--- src/rtl/ps2_key_decoder_pkg.sv ---
// Shared types for the camera key path: the keys_t event bundle, set-2 scan codes
// and the decoder state encoding.
package ps2_key_decoder_pkg;

  typedef struct packed {
    logic [1:0] w;
    logic [1:0] a;
    logic [1:0] s;
    logic [1:0] d;
    logic [1:0] q;
    logic [1:0] e;
    logic       pressed;
    logic       released;
  } keys_t;

  localparam logic [7:0] SC_W     = 8'h1D;
  localparam logic [7:0] SC_A     = 8'h1C;
  localparam logic [7:0] SC_S     = 8'h1B;
  localparam logic [7:0] SC_D     = 8'h23;
  localparam logic [7:0] SC_Q     = 8'h15;
  localparam logic [7:0] SC_E     = 8'h24;
  localparam logic [7:0] SC_BREAK = 8'hF0;
  localparam logic [7:0] SC_EXT   = 8'hE0;

  typedef enum logic [1:0] {ST_IDLE, ST_BRK, ST_EXT, ST_EXT_BRK} dec_state_t;

  // One-hot key select in held order {e,q,d,s,a,w}; zero for unmapped codes.
  function automatic logic [5:0] key_hit(input logic [7:0] code);
    logic [5:0] hit;
    hit = '0;
    case (code)
      SC_W: hit = 6'b000001;
      SC_A: hit = 6'b000010;
      SC_S: hit = 6'b000100;
      SC_D: hit = 6'b001000;
      SC_Q: hit = 6'b010000;
      SC_E: hit = 6'b100000;
      default: hit = '0;
    endcase
    return hit;
  endfunction

  function automatic keys_t key_event(input logic [5:0] hit, input logic rel);
    keys_t k;
    k          = '0;
    k.w        = {rel & hit[0], ~rel & hit[0]};
    k.a        = {rel & hit[1], ~rel & hit[1]};
    k.s        = {rel & hit[2], ~rel & hit[2]};
    k.d        = {rel & hit[3], ~rel & hit[3]};
    k.q        = {rel & hit[4], ~rel & hit[4]};
    k.e        = {rel & hit[5], ~rel & hit[5]};
    k.pressed  = ~rel & (|hit);
    k.released = rel & (|hit);
    return k;
  endfunction

endpackage

--- src/rtl/ps2_key_decoder_if.sv ---
// Bundle of the keyboard wires and the decoded key outputs of ps2_key_decoder.
interface ps2_key_decoder_if;
  import ps2_key_decoder_pkg::*;

  logic       ps2_clk;
  logic       ps2_data;
  keys_t      keys;
  logic [5:0] held;
  logic       frame_err;

  modport master (input ps2_clk, input ps2_data, output keys, output held, output frame_err);
  modport slave  (output ps2_clk, output ps2_data, input keys, input held, input frame_err);
endinterface

--- src/rtl/ps2_key_decoder_rx.sv ---
// PS/2 byte receiver: synchronises the keyboard lines, shifts in 11-bit frames and
// flags framing, parity and mid-frame timeout errors.
module ps2_rx #(
  parameter int TIMEOUT_CYCLES = 50000,
  parameter int SYNC_STAGES    = 2
) (
  input  logic       clk,
  input  logic       rst,
  input  logic       ps2_clk,
  input  logic       ps2_data,
  output logic [7:0] rx_byte,
  output logic       byte_valid,
  output logic       frame_err
);
  localparam int TW = $clog2(TIMEOUT_CYCLES + 1);

  logic [SYNC_STAGES-1:0] clk_sync, data_sync;
  logic                   clk_prev;
  logic                   fall_p0, din_p0, frame_ok_p0;
  logic [3:0]             bit_cnt;
  logic [TW-1:0]          to_cnt;
  logic [9:0]             shreg;

  assign fall_p0     = clk_prev & ~clk_sync[SYNC_STAGES-1];
  assign din_p0      = data_sync[SYNC_STAGES-1];
  // shreg[0] is the start bit, [8:1] data, [9] parity; din_p0 is the stop bit.
  assign frame_ok_p0 = ~shreg[0] & din_p0 & (^shreg[9:1]);

  // Stage p0: synchronise and detect the falling edge of the keyboard clock.
  always_ff @(posedge clk) begin
    if (rst) begin
      clk_sync  <= '1;
      data_sync <= '1;
      clk_prev  <= 1'b1;
    end else begin
      clk_sync  <= {clk_sync[SYNC_STAGES-2:0], ps2_clk};
      data_sync <= {data_sync[SYNC_STAGES-2:0], ps2_data};
      clk_prev  <= clk_sync[SYNC_STAGES-1];
    end
  end

  // Stage p1: frame bookkeeping, byte strobe and error pulses.
  always_ff @(posedge clk) begin
    byte_valid <= 1'b0;
    frame_err  <= 1'b0;
    if (rst) begin
      bit_cnt <= '0;
      to_cnt  <= '0;
    end else if (fall_p0) begin
      to_cnt <= '0;
      if (bit_cnt == 4'd10) begin
        bit_cnt    <= '0;
        byte_valid <= frame_ok_p0;
        frame_err  <= ~frame_ok_p0;
      end else begin
        bit_cnt <= bit_cnt + 4'd1;
      end
    end else if (bit_cnt != 4'd0) begin
      if (to_cnt == TW'(TIMEOUT_CYCLES)) begin
        bit_cnt   <= '0;
        to_cnt    <= '0;
        frame_err <= 1'b1;
      end else begin
        to_cnt <= to_cnt + TW'(1);
      end
    end
  end

  always_ff @(posedge clk) begin
    if (fall_p0) begin
      shreg <= {din_p0, shreg[9:1]};
      if (bit_cnt == 4'd10) rx_byte <= shreg[8:1];
    end
  end

endmodule

--- src/rtl/ps2_key_decoder.sv ---
// Camera key front end: turns PS/2 make/break sequences into one-shot keys_t
// pulses with typematic repeats and extended-prefix codes filtered out.
module ps2_key_decoder
  import ps2_key_decoder_pkg::*;
#(
  parameter int TIMEOUT_CYCLES = 50000,
  parameter int SYNC_STAGES    = 2
) (
  input  logic           clk,
  input  logic           rst,
  ps2_key_decoder_if.master bus
);
  logic [7:0] byte_p1;
  logic       vld_p1, err_p1;
  logic [5:0] hit_p1;
  dec_state_t state;

  ps2_rx #(
    .TIMEOUT_CYCLES(TIMEOUT_CYCLES),
    .SYNC_STAGES   (SYNC_STAGES)
  ) u_rx (
    .clk       (clk),
    .rst       (rst),
    .ps2_clk   (bus.ps2_clk),
    .ps2_data  (bus.ps2_data),
    .rx_byte   (byte_p1),
    .byte_valid(vld_p1),
    .frame_err (err_p1)
  );

  assign hit_p1        = key_hit(byte_p1);
  assign bus.frame_err = err_p1;

  // Stage p2: decoder FSM, held register and the keys pulse register.
  always_ff @(posedge clk) begin
    bus.keys <= '0;
    if (rst) begin
      state    <= ST_IDLE;
      bus.held <= '0;
    end else if (err_p1) begin
      state <= ST_IDLE;
    end else if (vld_p1) begin
      case (state)
        ST_IDLE: begin
          if (byte_p1 == SC_BREAK) begin
            state <= ST_BRK;
          end else if (byte_p1 == SC_EXT) begin
            state <= ST_EXT;
          end else if ((hit_p1 != '0) && ((hit_p1 & bus.held) == '0)) begin
            bus.keys <= key_event(hit_p1, 1'b0);
            bus.held <= bus.held | hit_p1;
          end
        end
        ST_BRK: begin
          if ((hit_p1 & bus.held) != '0) begin
            bus.keys <= key_event(hit_p1, 1'b1);
            bus.held <= bus.held & ~hit_p1;
          end
          state <= ST_IDLE;
        end
        ST_EXT:     state <= (byte_p1 == SC_BREAK) ? ST_EXT_BRK : ST_IDLE;
        ST_EXT_BRK: state <= ST_IDLE;
        default:    state <= ST_IDLE;
      endcase
    end
  end

endmodule

--- src/flat_wrapper.sv ---
// flat-port wrapper written by rule: the top's interface ports become plain ports
module ps2_key_decoder_flat import ps2_key_decoder_pkg::*;
#(
  parameter int TIMEOUT_CYCLES = 50000,
  parameter int SYNC_STAGES    = 2
)
  (clk, rst, bus_ps2_clk, bus_ps2_data, bus_keys, bus_held, bus_frame_err);
  ps2_key_decoder_if bus_i ();
  input  logic clk;
  input  logic rst;
  input wire logic [$bits(bus_i.ps2_clk)-1:0] bus_ps2_clk;
  input wire logic [$bits(bus_i.ps2_data)-1:0] bus_ps2_data;
  output wire logic [$bits(bus_i.keys)-1:0] bus_keys;
  output wire logic [$bits(bus_i.held)-1:0] bus_held;
  output wire logic [$bits(bus_i.frame_err)-1:0] bus_frame_err;
  assign bus_i.ps2_clk = bus_ps2_clk;
  assign bus_i.ps2_data = bus_ps2_data;
  assign bus_keys = bus_i.keys;
  assign bus_held = bus_i.held;
  assign bus_frame_err = bus_i.frame_err;
  ps2_key_decoder #(.TIMEOUT_CYCLES(TIMEOUT_CYCLES), .SYNC_STAGES(SYNC_STAGES)) u_core (.clk(clk), .rst(rst), .bus(bus_i));
endmodule
--- config.mk ---
export PLATFORM = sky130hd
export DESIGN_NAME = ps2_key_decoder_flat
export DESIGN_NICKNAME = d
export VERILOG_FILES = /design/src/rtl/ps2_key_decoder_pkg.sv /design/src/rtl/ps2_key_decoder_if.sv /design/src/rtl/ps2_key_decoder_rx.sv /design/src/rtl/ps2_key_decoder.sv /design/src/flat_wrapper.sv
export SDC_FILE = /design/constraint.sdc
export NUM_CORES = 1
export LEC_CHECK = 0
export ABC_AREA = 0
export BUFFER_PORTS_ARGS = -buffer_cell sky130_fd_sc_hd__buf_4
export CAP_MARGIN = 30
export CORE_MARGIN = 10
export CORE_UTILIZATION = 63
export CTS_BUF_LIST = sky130_fd_sc_hd__clkbuf_8 sky130_fd_sc_hd__clkbuf_16
export CTS_CLUSTER_SIZE = 16
export DETAILED_ROUTE_END_ITERATION = 10
export MAX_ROUTING_LAYER = met4
export PLACE_DENSITY_LB_ADDON = 0.1
export RECOVER_POWER = 50
export SYNTH_ARGS = -nofsm -noshare
export SYNTH_HDL_FRONTEND = slang
export SYNTH_HIERARCHICAL = 1
export SYNTH_SLANG_ARGS = --single-unit
--- constraint.sdc ---
create_clock -name clk -period 3.5 [get_ports clk]
set_input_delay 0.175 -clock clk [delete_from_list [all_inputs] [get_ports clk]]
set_output_delay 0.175 -clock clk [all_outputs]
set_load 0.01 [all_outputs]
==> results <==
- The number of antenna violations at the first check in global routing is 0.
- The die covers 7790 sq um.
- Global routing used 16.0% of the available tracks.
- The critical path's slowest cell is sky130_fd_sc_hd__or4_1.
- The layout-stage area growth over the synthesis result is 8.82%.
- The fraction of power spent switching nets is 22.1%.
- The half-perimeter wire length after placement is 4030 um.
- In this run the tightest slew margin relative to its limit is 57.0%.
- The clock net in this run drives a total of 67 sinks.
- The count of hold-fix buffers inserted at cts is 0.
- The clock transition time at the flip-flop clock pins of the worst setup and hold paths is 0.07 ns.
- STA classifies the critical path endpoint as a flip-flop.
- The synthesized netlist net count is 285.
- The total instance count after detailed placement is 344.
- The number of placement rows is 24.
- The worst setup path is launched from a flip-flop.
- The setup skew after layout is 0.00444 ns.
- The minimum period implied by the final worst setup slack is 2.22 ns.
- Summed over its instances, the top area cell type makes up 33.4% of the synthesized netlist area.
- In this run the post-CTS setup repair buffer count came out at 0.
- The count of nets left with antenna violations once routing finished came out at 0.
- The signal on the critical path passes through inv_1 -> ha_1 -> or3b_1 -> nand3_1 -> or4_1 -> a21oi_1.
- The prevailing post-synth register cell is sky130_fd_sc_hd__dfxtp_1.
- Cell internal power was estimated by the tool at 1.11 mW.
- The floorplan step set the die width to 88.3 um.
- The analysis attributes to net switching a power of 0.316 mW.
- The net count of the finished layout is 312.
- After filler insertion, the fill cell instance count of the layout stands at 358.
- The analysis attributes to cell leakage a power of 1.12 nW.
- The number of optimization iterations in the first detailed-route pass is 4.
- The share of post-route cells with drive strength above 1 is 11.0%.
- The finished layout holds 360 standard cells, fillers aside.
- The placer congestion estimate is 0.879.
- In this run the power density over the cells is 447 nW/um^2.
- Of all cell types, the one taking the most synthesized area is sky130_fd_sc_hd__dfxtp_1.
- The mean instance size in the synthesized netlist is 10.6 sq um.
- Of all nets on the critical path, the largest fanout is 11.
- The via count of the first global-routing pass is 1,937.
- After detailed routing, the number of vias per cell comes to 5.86.
- Of the available clock period, the critical path in the final layout requires 63.3%.
- The synthesized netlist occupies a cell area of 2940 sq um.
- Counting along the longest clock path gives a buffer depth of 2.
- The run finished with clean final reports.
- The proportion of power drawn by combinational gates is 2.4%.
- The number of different library cells used by synthesis comes to 59.
- Once the floorplan was initialized, standard cells occupied 66.1% of the core.
- The count of pins over their slew limit came to 0.
- The area of the core is 4440 sq um.
- Summing the sequential cell areas from Yosys gives 51.8% of the chip area.
- The number of cells upsized or downsized after cts is 0.
- Setup repair after global routing left no endpoint under its margin.
- The number of DRC markers in iteration 0 is 196.
- The routed layout has 2,109 vias.
- After detailed routing, the average wire length per cell comes to 15.8 um.
- The final setup violation count is 0.
- Sorting the synthesized cells by area gives the leading types as sky130_fd_sc_hd__dfxtp_1, sky130_fd_sc_hd__edfxtp_1, sky130_fd_sc_hd__nor2_1, sky130_fd_sc_hd__a21oi_1, sky130_fd_sc_hd__buf_6.
- Data on the critical path is required at its endpoint by 3.77 ns.
- In this run the tool buffered the top-level ports with 24 buffer cells.
- The global-route wire length before repair is 9400 um.
- The max-cap violation count is 0.
- The clock tree synthesis step divided the H-tree into 3 levels.
- Entering global routing, the biggest net connects 20 pins.
- The fraction of synthesis flops using an asynchronous set or reset pin is 0%.
- The critical path is of the reg -> reg type.
- The final-report hold violation count is 0.
- The transition time at the pin with the least slew margin is 0.636 ns.
- The part of the total power dissipated in sequential elements is 56.4%.
- For this run, the number of Yosys warnings is 6.
- The clock latency of the later-clocked register in the worst-skew pair is 0.33 ns.
- The arrival time reported for the critical path endpoint is 2.48 ns.
- The total overflow left after global routing is 0.
- The peak supply drop is 0.274 mV.
- The fraction of power consumed by the clock network is 41.2%.
- TritonCTS built the clock tree.
- The total negative slack is 0 ns.
- Synthesis inferred 67 register bits.
- For this block, the routed nets add up to 5700 um of wire.
- The highest achievable clock rate is 0.451 GHz.
- The tightest min-delay check is of the in -> reg type.
- 25 I/O pins were placed.
- The total clock buffers created by CTS is 9.
- The largest stage delay on the critical path is 0.58 ns.
- The clock root buffer is sky130_fd_sc_hd__clkbuf_8.
- The DRC violation count after routing is 0.
- The synthesized design contains 18 enable-type register cells.
- The repair_antennas step left the layout with diodes totalling 0.
- The post-synthesis cell count is 276.
- The die is 88.3 um tall.
-- state kept, by name, indices dropped and copies added (netlist names), named ones only --
name                    flops
u_core/u_rx/to_cnt         16
u_core/bus.keys            14
u_core/u_rx/shreg          10
u_core/u_rx/rx_byte         8
u_core/u_rx/bit_cnt         4
u_core/state                2
u_core/u_rx/clk_sync        2
u_core/u_rx/data_sync       2
u_core/u_rx/byte_valid      1
u_core/u_rx/clk_prev        1
u_core/u_rx/frame_err       1
-- Yosys cell counts (all sizes together), types with 2 or more instances --
cell type	instances
dfxtp	49
nor2	28
edfxtp	18
a21oi	17
inv	14
nor3	14
nand2	12
nand3	10
o21ai	9
or4	8
buf	7
o31ai	7
xor2	7
nand4	6
nor2b	6
and3	5
ha	5
or2	5
a22oi	3
and2	3
mux2i	3
nand2b	3
nor4	3
or3	3
xnor2	3
a2bb2oi	2
nor4b	2
or4b	2
-- power groups by stage --
| stage | logic (mW) | clock network, mW | registers, mW |
|---|---|---|---|
| floorplan | 0.0292 | 0 | 0.821 |
| global placement | 0.0334 | 0 | 0.822 |
| detailed placement | 0.0347 | 0 | 0.823 |
| CTS | 0.0347 | 0.604 | 0.805 |
| global route | 0.0382 | 0.638 | 0.806 |
| finish | 0.0339 | 0.589 | 0.805 |
-- cell usage in the layout (no fill, tap or decap), types with 4 or more instances in the layout --
cell type	netlist	final
sky130_fd_sc_hd__a21oi_1	17	17
sky130_fd_sc_hd__nor3_1	13	13
sky130_fd_sc_hd__or2_2	5	5
sky130_fd_sc_hd__clkbuf_8	1	9
sky130_fd_sc_hd__nand4_1	6	6
sky130_fd_sc_hd__nand3_1	9	9
sky130_fd_sc_hd__o31ai_1	7	7
sky130_fd_sc_hd__edfxtp_1	18	18
sky130_fd_sc_hd__ha_1	5	5
sky130_fd_sc_hd__and3_1	4	4
sky130_fd_sc_hd__or4_1	6	6
sky130_fd_sc_hd__nand2_1	12	12
sky130_fd_sc_hd__o21ai_0	8	8
sky130_fd_sc_hd__clkbuf_1	0	22
sky130_fd_sc_hd__nor2b_1	6	6
sky130_fd_sc_hd__dfxtp_1	49	49
sky130_fd_sc_hd__xor2_1	7	7
sky130_fd_sc_hd__nor2_1	28	28
sky130_fd_sc_hd__inv_1	14	14
-- final timing paths --
| kind | startpoint | cells after the start | slack, ns | endpoint |
|---|---|---|---|---|
| max | u_core/u_rx/bit_cnt[0] | 6 | 1.28 | u_core/u_rx/to_cnt[15] |
| min | bus_ps2_clk | 2 | 0.02 | u_core/u_rx/clk_sync[0] |
| max reg2reg | u_core/u_rx/bit_cnt[0] | 6 | 1.28 | u_core/u_rx/to_cnt[15] |
| min reg2reg | u_core/u_rx/clk_sync[0] | 1 | 0.42 | u_core/u_rx/clk_sync[1] |
-- cells by family (layout without fill, tap and decap cells) --
group,count (synthesis),after routing,share of synthesized area (%)
DFF,67,67,51.8
buffers and inverters,22,54,4.81
xor gates and xnor gates,12,12,4.56
muxes,3,3,1.02
adders and majority gates,5,5,2.13
AOI/OAI and AO/OA,47,47,10.8
and+or+nand+nor,120,120,24.9
-- through the flow --
| stage | setup slack [ns] | util (%) | area, sq um | power [mW] | hold WS (ns) |
|---|---|---|---|---|---|
| after floorplan | 1.49 | - | 2940 | 0.850 | 0.247 |
| after global placement | 1.32 | 69.6 | 3090 | 0.856 | 0.360 |
| after detailed placement | 1.31 | 69.6 | 3090 | 0.858 | 0.365 |
| after CTS | 1.30 | 73.8 | 3280 | 1.44 | 0.00965 |
| after global routing | 1.08 | 71.9 | 3200 | 1.48 | 0.0136 |
| final | 1.28 | 71.9 | 3200 | 1.43 | 0.0244 |
-- per-layer routing --
layer / vias up / share of wire (%) / GRT usage (%)
met5: - / 0 / -
met4: 0 / 0.44 / 8.52
met3: 2 / 5.3 / 3.95
met2: 53 / 50 / 25.5
met1: 994 / 44 / 18.3
li1: 1060 / - / -
-- layout make-up --
| type | instances | area [sq um] | area share (%) |
|---|---|---|---|
| clock inverters | 6 | 36.3 | 1.14 |
| inverters | 14 | 52.6 | 1.64 |
| repair buffers | 24 | 97.6 | 3.05 |
| flip-flops and latches | 67 | 1520 | 47.6 |
| multi-input cells | 187 | 1270 | 39.9 |
| clock buffers | 10 | 149 | 4.66 |
| well taps | 52 | 65.1 | 2.04 |
-- critical path, delay by kind of cell, from the launching register on --
family / cells / cell delay (ns)
flip-flops: 1 / 0.39
AO/OA/AOI/OAI: 1 / 0.14
AND/OR/NAND/NOR: 3 / 1.33
adder cells (fa/ha/maj): 1 / 0.19
buffers and inverters: 1 / 0.09
No activity file was read; power rests on OpenSTA's default activity.
